File: src/rtl/seven_seg_scan_controller.sv
// rtl/seven_seg_scan_controller.sv - binary-to-BCD converter driving a multiplexed seven-segment display
// Optional feature macro: LEADING_ZERO_BLANK_EN (blank leading zeros within each field)
module seven_seg_scan_controller #(
  parameter int NUM_FIELDS       = 2,
  parameter int DIGITS_PER_FIELD = 4,
  parameter int BIN_WIDTH        = 16,
  parameter int DIGIT_PERIOD     = 131072
) (
  input  logic                                     clock_100Mhz,
  input  logic                                     reset,
  input  logic [NUM_FIELDS*BIN_WIDTH-1:0]          value_in,
  input  logic                                     load,
  input  logic [NUM_FIELDS*DIGITS_PER_FIELD-1:0]   dp_in,
  output logic                                     busy,
  output logic [NUM_FIELDS-1:0]                    overflow,
  output logic [NUM_FIELDS*DIGITS_PER_FIELD-1:0]   anode_activate,
  output logic [7:0]                               LED_out
);

  localparam int NUM_DIGITS = NUM_FIELDS * DIGITS_PER_FIELD;
  localparam int BCD_W      = 4 * DIGITS_PER_FIELD;
  localparam int VAL_W      = NUM_FIELDS * BIN_WIDTH;
  localparam int FW         = (NUM_FIELDS > 1)   ? $clog2(NUM_FIELDS)   : 1;
  localparam int DW         = (NUM_DIGITS > 1)   ? $clog2(NUM_DIGITS)   : 1;
  localparam int BW         = (BIN_WIDTH > 1)    ? $clog2(BIN_WIDTH)    : 1;
  localparam int CW         = (DIGIT_PERIOD > 1) ? $clog2(DIGIT_PERIOD) : 1;
  localparam logic [63:0] MAX_VAL = 64'(10**DIGITS_PER_FIELD - 1);

  typedef enum logic [1:0] {IDLE, SHIFT, STORE} state_t;

  state_t                state, state_n;
  logic [VAL_W-1:0]      cap_value;
  logic [VAL_W-1:0]      cap_next;
  logic [FW-1:0]         field_idx;
  logic [BW-1:0]         bit_cnt;
  logic [BIN_WIDTH-1:0]  shift_bin;
  logic [BCD_W-1:0]      shift_bcd;
  logic [BCD_W-1:0]      dd_adj;
  logic [3:0]            stage_digit   [NUM_DIGITS];
  logic [3:0]            stage_digit_n [NUM_DIGITS];
  logic [NUM_FIELDS-1:0] stage_ovf, stage_ovf_n;
  logic [3:0]            disp_digit    [NUM_DIGITS];
  logic [CW-1:0]         scan_cnt;
  logic [DW-1:0]         digit_idx;
  logic [NUM_DIGITS-1:0] lz_blank;
  logic                  last_field, last_bit, ovf_now;
  logic [3:0]            cur_bcd;
  logic                  cur_dash, cur_blank;
  logic [6:0]            seg;

  assign last_field = (field_idx == FW'(NUM_FIELDS - 1));
  assign last_bit   = (bit_cnt == BW'(BIN_WIDTH - 1));
  assign cap_next   = cap_value >> BIN_WIDTH;
  // The field being converted always sits in the low bits of cap_value.
  assign ovf_now    = 64'(cap_value[BIN_WIDTH-1:0]) > MAX_VAL;
  assign busy       = (state != IDLE);

  // Conversion state register.
  always_ff @(posedge clock_100Mhz or posedge reset) begin
    if (reset) state <= IDLE;
    else       state <= state_n;
  end

  // Next-state logic: loads are only honoured in IDLE, so a load while busy is dropped.
  always_comb begin
    state_n = state;
    case (state)
      IDLE:    if (load) state_n = SHIFT;
      SHIFT:   if (last_bit) state_n = STORE;
      STORE:   state_n = last_field ? IDLE : SHIFT;
      default: state_n = IDLE;
    endcase
  end

  // Double-dabble add-3 correction on every BCD nibble before the shift.
  always_comb begin
    dd_adj = shift_bcd;
    for (int i = 0; i < DIGITS_PER_FIELD; i++) begin
      if (shift_bcd[4*i +: 4] >= 4'd5) dd_adj[4*i +: 4] = shift_bcd[4*i +: 4] + 4'd3;
    end
  end

  // Staging update: in STORE the finished field's digits (MS digit first) replace its slots.
  always_comb begin
    stage_digit_n = stage_digit;
    stage_ovf_n   = stage_ovf;
    if (state == STORE) begin
      for (int f = 0; f < NUM_FIELDS; f++) begin
        if (field_idx == FW'(f)) begin
          stage_ovf_n[f] = ovf_now;
          for (int j = 0; j < DIGITS_PER_FIELD; j++)
            stage_digit_n[f*DIGITS_PER_FIELD + j] = shift_bcd[4*(DIGITS_PER_FIELD-1-j) +: 4];
        end
      end
    end
  end

  // Conversion datapath: capture, per-field shifting, staging and the all-fields commit.
  always_ff @(posedge clock_100Mhz or posedge reset) begin
    if (reset) begin
      cap_value <= '0;
      field_idx <= '0;
      bit_cnt   <= '0;
      shift_bin <= '0;
      shift_bcd <= '0;
      stage_ovf <= '0;
      overflow  <= '0;
      for (int k = 0; k < NUM_DIGITS; k++) begin
        stage_digit[k] <= '0;
        disp_digit[k]  <= '0;
      end
    end else begin
      stage_digit <= stage_digit_n;
      stage_ovf   <= stage_ovf_n;
      case (state)
        IDLE: begin
          if (load) begin
            cap_value <= value_in;
            field_idx <= '0;
            bit_cnt   <= '0;
            shift_bin <= value_in[BIN_WIDTH-1:0];
            shift_bcd <= '0;
          end
        end
        SHIFT: begin
          // The bit pushed out of the top nibble is rotated into shift_bin's LSB; it can
          // never reach the MSB within one field's BIN_WIDTH steps, so it is harmless.
          shift_bcd <= {dd_adj[BCD_W-2:0], shift_bin[BIN_WIDTH-1]};
          shift_bin <= {shift_bin[BIN_WIDTH-2:0], dd_adj[BCD_W-1]};
          bit_cnt   <= bit_cnt + 1'b1;
        end
        STORE: begin
          bit_cnt   <= '0;
          shift_bcd <= '0;
          if (last_field) begin
            for (int k = 0; k < NUM_DIGITS; k++) disp_digit[k] <= stage_digit_n[k];
            overflow <= stage_ovf_n;
          end else begin
            field_idx <= field_idx + 1'b1;
            cap_value <= cap_next;
            shift_bin <= cap_next[BIN_WIDTH-1:0];
          end
        end
        default: ;
      endcase
    end
  end

  // Scan timer: each digit stays lit for DIGIT_PERIOD cycles, then the next one is selected.
  always_ff @(posedge clock_100Mhz or posedge reset) begin
    if (reset) begin
      scan_cnt  <= '0;
      digit_idx <= '0;
    end else if (scan_cnt == CW'(DIGIT_PERIOD - 1)) begin
      scan_cnt  <= '0;
      digit_idx <= (digit_idx == DW'(NUM_DIGITS - 1)) ? '0 : digit_idx + 1'b1;
    end else begin
      scan_cnt <= scan_cnt + 1'b1;
    end
  end

`ifdef LEADING_ZERO_BLANK_EN
  // Blank zeros left of a field's first nonzero digit; the field's LS digit is never blanked.
  always_comb begin
    logic run;
    run      = 1'b1;
    lz_blank = '0;
    for (int f = 0; f < NUM_FIELDS; f++) begin
      run = 1'b1;
      for (int j = 0; j < DIGITS_PER_FIELD - 1; j++) begin
        run = run & (disp_digit[f*DIGITS_PER_FIELD + j] == 4'd0);
        lz_blank[f*DIGITS_PER_FIELD + j] = run;
      end
    end
  end
`else
  assign lz_blank = '0;
`endif

  // Select the lit digit's value/flags and drive its anode low (digit 0 is leftmost).
  always_comb begin
    cur_bcd        = 4'd0;
    cur_dash       = 1'b0;
    cur_blank      = 1'b0;
    anode_activate = '1;
    for (int k = 0; k < NUM_DIGITS; k++) begin
      if (digit_idx == DW'(k)) begin
        cur_bcd   = disp_digit[k];
        cur_dash  = overflow[k / DIGITS_PER_FIELD];
        cur_blank = lz_blank[k];
        anode_activate[NUM_DIGITS-1-k] = 1'b0;
      end
    end
  end

  // Active-low segment decode a..g; an overflowed field shows a dash on every digit.
  always_comb begin
    seg = 7'b1111111;
    if (cur_dash) begin
      seg = 7'b1111110;
    end else if (!cur_blank) begin
      case (cur_bcd)
        4'd0:    seg = 7'b0000001;
        4'd1:    seg = 7'b1001111;
        4'd2:    seg = 7'b0010010;
        4'd3:    seg = 7'b0000110;
        4'd4:    seg = 7'b1001100;
        4'd5:    seg = 7'b0100100;
        4'd6:    seg = 7'b0100000;
        4'd7:    seg = 7'b0001111;
        4'd8:    seg = 7'b0000000;
        4'd9:    seg = 7'b0000100;
        default: seg = 7'b1111111;
      endcase
    end
  end

  // The decimal point follows dp_in live, not the committed value.
  assign LED_out = {seg, ~dp_in[digit_idx]};

endmodule

File: config.mk
export PLATFORM = sky130hd
export DESIGN_NAME = seven_seg_scan_controller
export DESIGN_NICKNAME = d
export VERILOG_FILES = /design/src/rtl/seven_seg_scan_controller.sv
export SDC_FILE = /design/constraint.sdc
export NUM_CORES = 1
export LEC_CHECK = 0
export CAP_MARGIN = 25
export CORE_MARGIN = 2
export CORE_UTILIZATION = 45
export CTS_BUF_LIST = sky130_fd_sc_hd__clkbuf_16
export DETAILED_ROUTE_END_ITERATION = 10
export PLACE_DENSITY = 0.64
export SLEW_MARGIN = 20
export SYNTH_ARGS = -nofsm -noshare
export SYNTH_HDL_FRONTEND = slang
export SYNTH_SLANG_ARGS = --single-unit
File: constraint.sdc
create_clock -name clock_100Mhz -period 7.04 [get_ports clock_100Mhz]
set_input_delay 1.408 -clock clock_100Mhz [delete_from_list [all_inputs] [get_ports clock_100Mhz]]
set_output_delay 1.408 -clock clock_100Mhz [all_outputs]
set_load 0.03 [all_outputs]
Word level (Yosys, flattened, before mapping):

Memories as Yosys holds them, arrays and structs flattened.
Cells that the tools add are included.

* register bits after elaboration: 159
* bits in read-only memories: 112
* bits of input ports: 43
* output and inout bits: 19
* word-level logic and storage cells: 123
* memories: 1

Memory list
* (no name shown): depth 16, bits a word 7, read ports 1, clocked after memory_dff 0, wr ports 0, RTL line 202 `case (cur_bcd)`

* add/subtract/negate cells: 8
* $lt $le $gt $ge: 6
* equal/unequal tests: 14
* multiplexer cells: 56
* bitwise operators: 1
* reduce and logical (&&, ||, !) cells: 11

Operator list (number)
* 32-bit 2-to-1 mux: 3
* 16-bit one-hot mux with 3 select lines: 2
* 16-bit 2-to-1 mux: 5
* 32-bit one-hot mux with 2 select lines: 1
* 4-bit 2-to-1 mux: 13
* 1-bit 2-to-1 mux: 22
* 17-bit by 1-bit adder with 17-bit output, second input constant: 1
* 17-bit == test, second input constant: 1
* 17-bit 2-to-1 mux: 1
* 4-bit by 2-bit adder with 4-bit output, second input constant: 4
* 4-bit by 3-bit >= comparator with 1-bit output, second input constant: 4
* 16-bit by 14-bit > comparator with 1-bit output, second input constant: 1
* 3-bit == test, second input constant: 4
* 4-bit one-hot mux with 3 select lines: 1
* 2-bit AND reduction: 4
* 7-bit 2-to-1 mux: 1
* 3-bit by 2-bit == test with 1-bit output, second input constant: 2
* 2-bit 2-to-1 mux: 3
* 2-bit inequality test, second input constant: 3
* 2-bit one-hot mux with 3 select lines: 1
* 3-bit AND reduction: 2
* 4-bit by 1-bit adder with 4-bit output, second input constant: 1
* 4-bit == test, second input constant: 1
* 3-bit by 4-bit less-than comparator with 1-bit output, second input constant: 1
* 13 further kinds: 14

Longest topological paths before layout:

An unclocked memory read counts as a cell.

* word-level depth: 11
* depth in mapped cells: 14
* mapped depth without buffers: 12

Worst setup path before layout:

Ideal clock, no wire load.

* path type: register to output
* from: reg digit_idx[2]
* to: out LED_out[4]
* data arrival time: 2897 ps
* required time: 5632 ps
* setup slack: 2735 ps
* stages on the path, launching flop included: 14
* path buffers: 2
* cell sequence: dfrtp_1 > buf_6 > inv_2 > ha_1 > buf_6 > or2_1 > a221o_1 > a32oi_1 > o221ai_1 > and2_1 > ha_1 > a21o_1 > o21ai_0 > a22oi_1

* word-level cells in the longest chain between the ends: 11
* elaborated cells on any way between the ends: 26
* classes of those cells: eq/ne (7); mux (17); reduce/logical (1); memory (1)

RTL lines
* from (decl): RTL line 44 `logic [DW-1:0] digit_idx;`
* from (signal assigned): RTL line 156 `digit_idx <= (digit_idx == DW'(NUM_DIGITS - 1)) ? '0 : digit_idx + 1'b1;`
* 3-bit logical NOT: RTL line 187 `if (digit_idx == DW'(k)) begin`
* 4-bit 2-to-1 mux (8 in a row): RTL line 187
* memory read 16 x 7 bit
* 7-bit 2-to-1 mux (*): RTL line 199 `if (cur_dash) begin`
* to (decl): RTL line 17 `output logic [7:0] LED_out`

Every way passes the cells marked *; elsewhere a longest branch is shown, timed or not.

Final worst setup path:

* from: reg digit_idx[2]
* to: out LED_out[1]

Same word-level chain as after synthesis.

==> metrics.md <==
| Metric | Value |
|---|---|
| Drt initial violations | `285` |
| Die area | `0.01664 mm^2` |
| Final worst setup slack | `1.512 ns` |
| Syn Inst Count | `768` |
| Number of diodes | `0` |
| Min-delay src | `scan_cnt[0]` |
| Final Wtd Congestion | `0.9104` |
| Clk buf depth | `2` |
| NetSw | `1097 uW` |
| Synth top area share | `0.4911` |
| Library cells used by synthesis | `66` |
| Clk_lat worst skew | `0.42 ns` |
| F_max | `180.9 MHz` |
| Die Height | `129.0 um` |
| Final period util | `0.7853` |
| Worst path arrival time | `4.12 ns` |
| Final TNS setup | `0 ns` |
| Total gr overflow | `0` |
| Initial antenna violation count | `0` |
| Comb power frac | `0.347` |
| GRT Resource Usage Total | `0.2093` |
| H-tree depth | `4` |
| Final-layout fill cell count | `1,404` |
| Core box area | `0.01526 mm^2` |
| Cell Area, Synth | `0.007032 mm^2` |
| Most frequent cell after synthesis | `nand2_1` |
| Syn Nets | `838` |
| Final setup viols | `0` |
| Ys flop type | `dfrtp_1` |
| Vias in the first global route | `5,623` |
| TritonCTS clock tree | `yes` |
| Power per Cell Area | `350.0 mW/mm^2` |
| Hold Path Sink | `scan_cnt[0]` |
| R2R Setup Slk | `4.26 ns` |
| Status | `completed` |
| Final Hold Fails | `0` |
| DPL Wire Length | `10,990 um` |
| Final Slew Violations | `0` |
| Hold buffer count at cts | `0` |
| Critical path endpoint category | `output port` |
| Peak supply drop | `0.0002320 V` |
| Max-cap violations | `0` |
| Row cnt | `45` |
| Synth cell count leaders | `201 x nand2_1, 138 x dfrtp_1, 67 x o21ai_0` |
| Die width | `129.0 um` |
| Hold crit path type | `flop to flop` |
| Layout cell share with drive strength beyond 1 | `0.08252` |
| TritonRoute pass-1 iters | `5` |
| CP Max Fanout | `16` |
| Setup crit start kind | `flop` |
| Register cell area after layout | `0.003453 mm^2` |
| Hold depth | `1` |
| Net Sw Frac | `0.3770` |
| Seq cells post-synth | `138` |
| Yosys warning count | `0` |
| Cts repair resizes | `0` |
| Critical Path RT | `5.63 ns` |
| Ports | `62` |
| Area delta synth->final | `18.27%` |
| Clk network pwr share | `0.276` |
| Synth async-reset ratio | `1.000` |
| Finished Cell Area | `0.008317 mm^2` |
| Initial Utilization | `0.4608` |
| Syn Area/Cell | `9.156 um^2` |
| Routed wire length per instance | `15.45 um` |
| R2R Path End | `shift_bin[7]` |
| Worst R2R Start | `state[0]` |
| Total CTS buffers | `17` |
| Worst setup path class | `flop to output port` |
| Post-CTS Setup Repair Bufs | `0` |
| Via count | `5,573` |
| First-pass GRT wire length | `27,340 um` |
| Post-DP Area | `0.007767 mm^2` |
| Cell Int Power | `1813 uW` |
| Worst R2R Path Depth | `6` |
| Root buf cell | `clkbuf_16` |
| Antenna-violating nets left | `0` |
| Max Clock Skew | `0.01049 ns` |
| Min Clock Period, post-route | `5.528 ns` |
| Actual slew at the worst max-slew pin | `0.9521 ns` |
| Hold WS | `0.4541 ns` |
| Leading area contributor after synthesis | `dfrtp_1` |
| Final #Nets | `881` |
| Seq/Total Area, Yosys | `0.4911` |
| # clock sinks | `138` |
| Port Buffers | `61` |
| Unrepaired setup endpoints after global routing | `no` |
| Slew HR | `0.3653` |
| Final wirelength | `15,990 um` |
| Multi-input logic area | `0.003283 mm^2` |
| Largest net degree at the start of global routing | `84` |
| Post-synth EDFFs | `0` |
| Leakage power | `0.003799 uW` |
| Ranking of synthesized cells by area | `dfrtp_1 49%, nand2_1 11%, ha_1 4.8%` |
| Pre-CTS setup slack | `1.988 ns` |
| Flop pwr share | `0.376` |
| Via density | `5.385` |
| DR DRC count | `0` |
| Worst-path clk slew | `0.06 ns` |
-- layout make-up --
type / instances / area share
flip-flops and latches: 138 / 0.4152
multi-input cells: 558 / 0.3948
repair buffers: 68 / 0.08019
clock buffers: 17 / 0.05115
well taps: 211 / 0.03174
inverters: 28 / 0.01354
clock inverters: 15 / 0.01339
-- layout by cell type, fill, tap and decap left out, types with 4 or more instances in the layout --
cell type,synthesis,routed
nor3_1,6,6
nand2b_1,7,7
o21ai_0,67,67
and2_1,6,6
a22oi_1,18,18
nand2_1,201,200
clkinvlp_4,0,4
nor2b_1,4,4
mux2_2,8,8
nor3b_1,5,5
clkbuf_16,0,17
nand3_1,28,28
clkdlybuf4s50_1,0,61
dfrtp_1,138,138
ha_1,27,27
o21ai_1,5,5
a21oi_1,30,30
nor2_1,42,42
nand4_1,4,4
clkinv_1,0,4
buf_4,0,6
mux2i_1,19,19
inv_1,24,24
xnor2_1,6,6
xor2_1,13,13
o22ai_1,8,8
-- registers in the layout, indices dropped and copies added (netlist names) --
name	count
state	2
shift_bcd	16
bit_cnt	4
disp_digit	32
digit_idx	3
scan_cnt	17
overflow	2
cap_value	28
stage_digit	16
stage_ovf	1
field_idx	1
shift_bin	16
-- through the flow --
step,total power [uW],instances,utilization
2_1_floorplan,1809,768,-
3_3_place_gp,2076,1001,0.5083
3_5_place_dp,2114,1002,0.5091
4_1_cts,2932,1034,0.5442
5_1_grt,3121,1035,0.5451
6_report,2911,1035,0.5451
-- worst max-delay path by stage --
stage	startpoint	slack [ns]	endpoint
after floorplan	reset	1.94	bit_cnt[0]
after global placement	digit_idx[2]	2.09	LED_out[1]
after detailed placement	digit_idx[2]	1.99	LED_out[1]
after CTS	digit_idx[2]	1.52	LED_out[1]
after global routing	digit_idx[2]	1.30	LED_out[1]
final	digit_idx[2]	1.51	LED_out[1]
-- cell families (layout without fill, tap and decap cells) --
| group | after synthesis | count (layout) | synth area share |
|---|---|---|---|
| AOI/OAI and AO/OA | 164 | 164 | 0.1491 |
| buffers and inverters | 72 | 128 | 0.04413 |
| xor gates and xnor gates | 19 | 19 | 0.02367 |
| muxes | 29 | 29 | 0.04626 |
| adders and majority gates | 27 | 27 | 0.04804 |
| DFF | 138 | 138 | 0.4911 |
| and+or+nand+nor | 319 | 319 | 0.1977 |
-- worst max-delay path: stages (launching register included) --
cell and delay [ns]:
dfrtp_1 0.69, inv_2 0.18, ha_1 0.36, or2_1 0.27, a221o_1 0.26, a32oi_1 0.18
o221ai_1 0.15, and2_1 0.23, inv_1 0.10, ha_1 0.17, a21bo_2 0.22, o211a_1 0.12
nor3_2 0.09, clkdlybuf4s50_1 0.68
-- power by group through the flow --
stage                     clock (uW)  sequential, uW  combinational [uW]
after floorplan                    0            1080                 733
final                            804            1100                1010
after global placement             0            1100                 977
after detailed placement           0            1110                1010
after CTS                        824            1090                1010
after global routing             862            1120                1140
-- routing by layer --
metal | GRT usage | share of wire | routed length (um) | vias to the layer above
met5 | 0 | 0 | 0 | -
met4 | 0.08632 | 0.021 | 334 | 0
met3 | 0.04865 | 0.039 | 628 | 28
met2 | 0.3349 | 0.47 | 7536 | 101
met1 | 0.2761 | 0.47 | 7489 | 2746
li1 | - | - | - | 2698
Note: power is estimated with default switching activity, not from simulation.
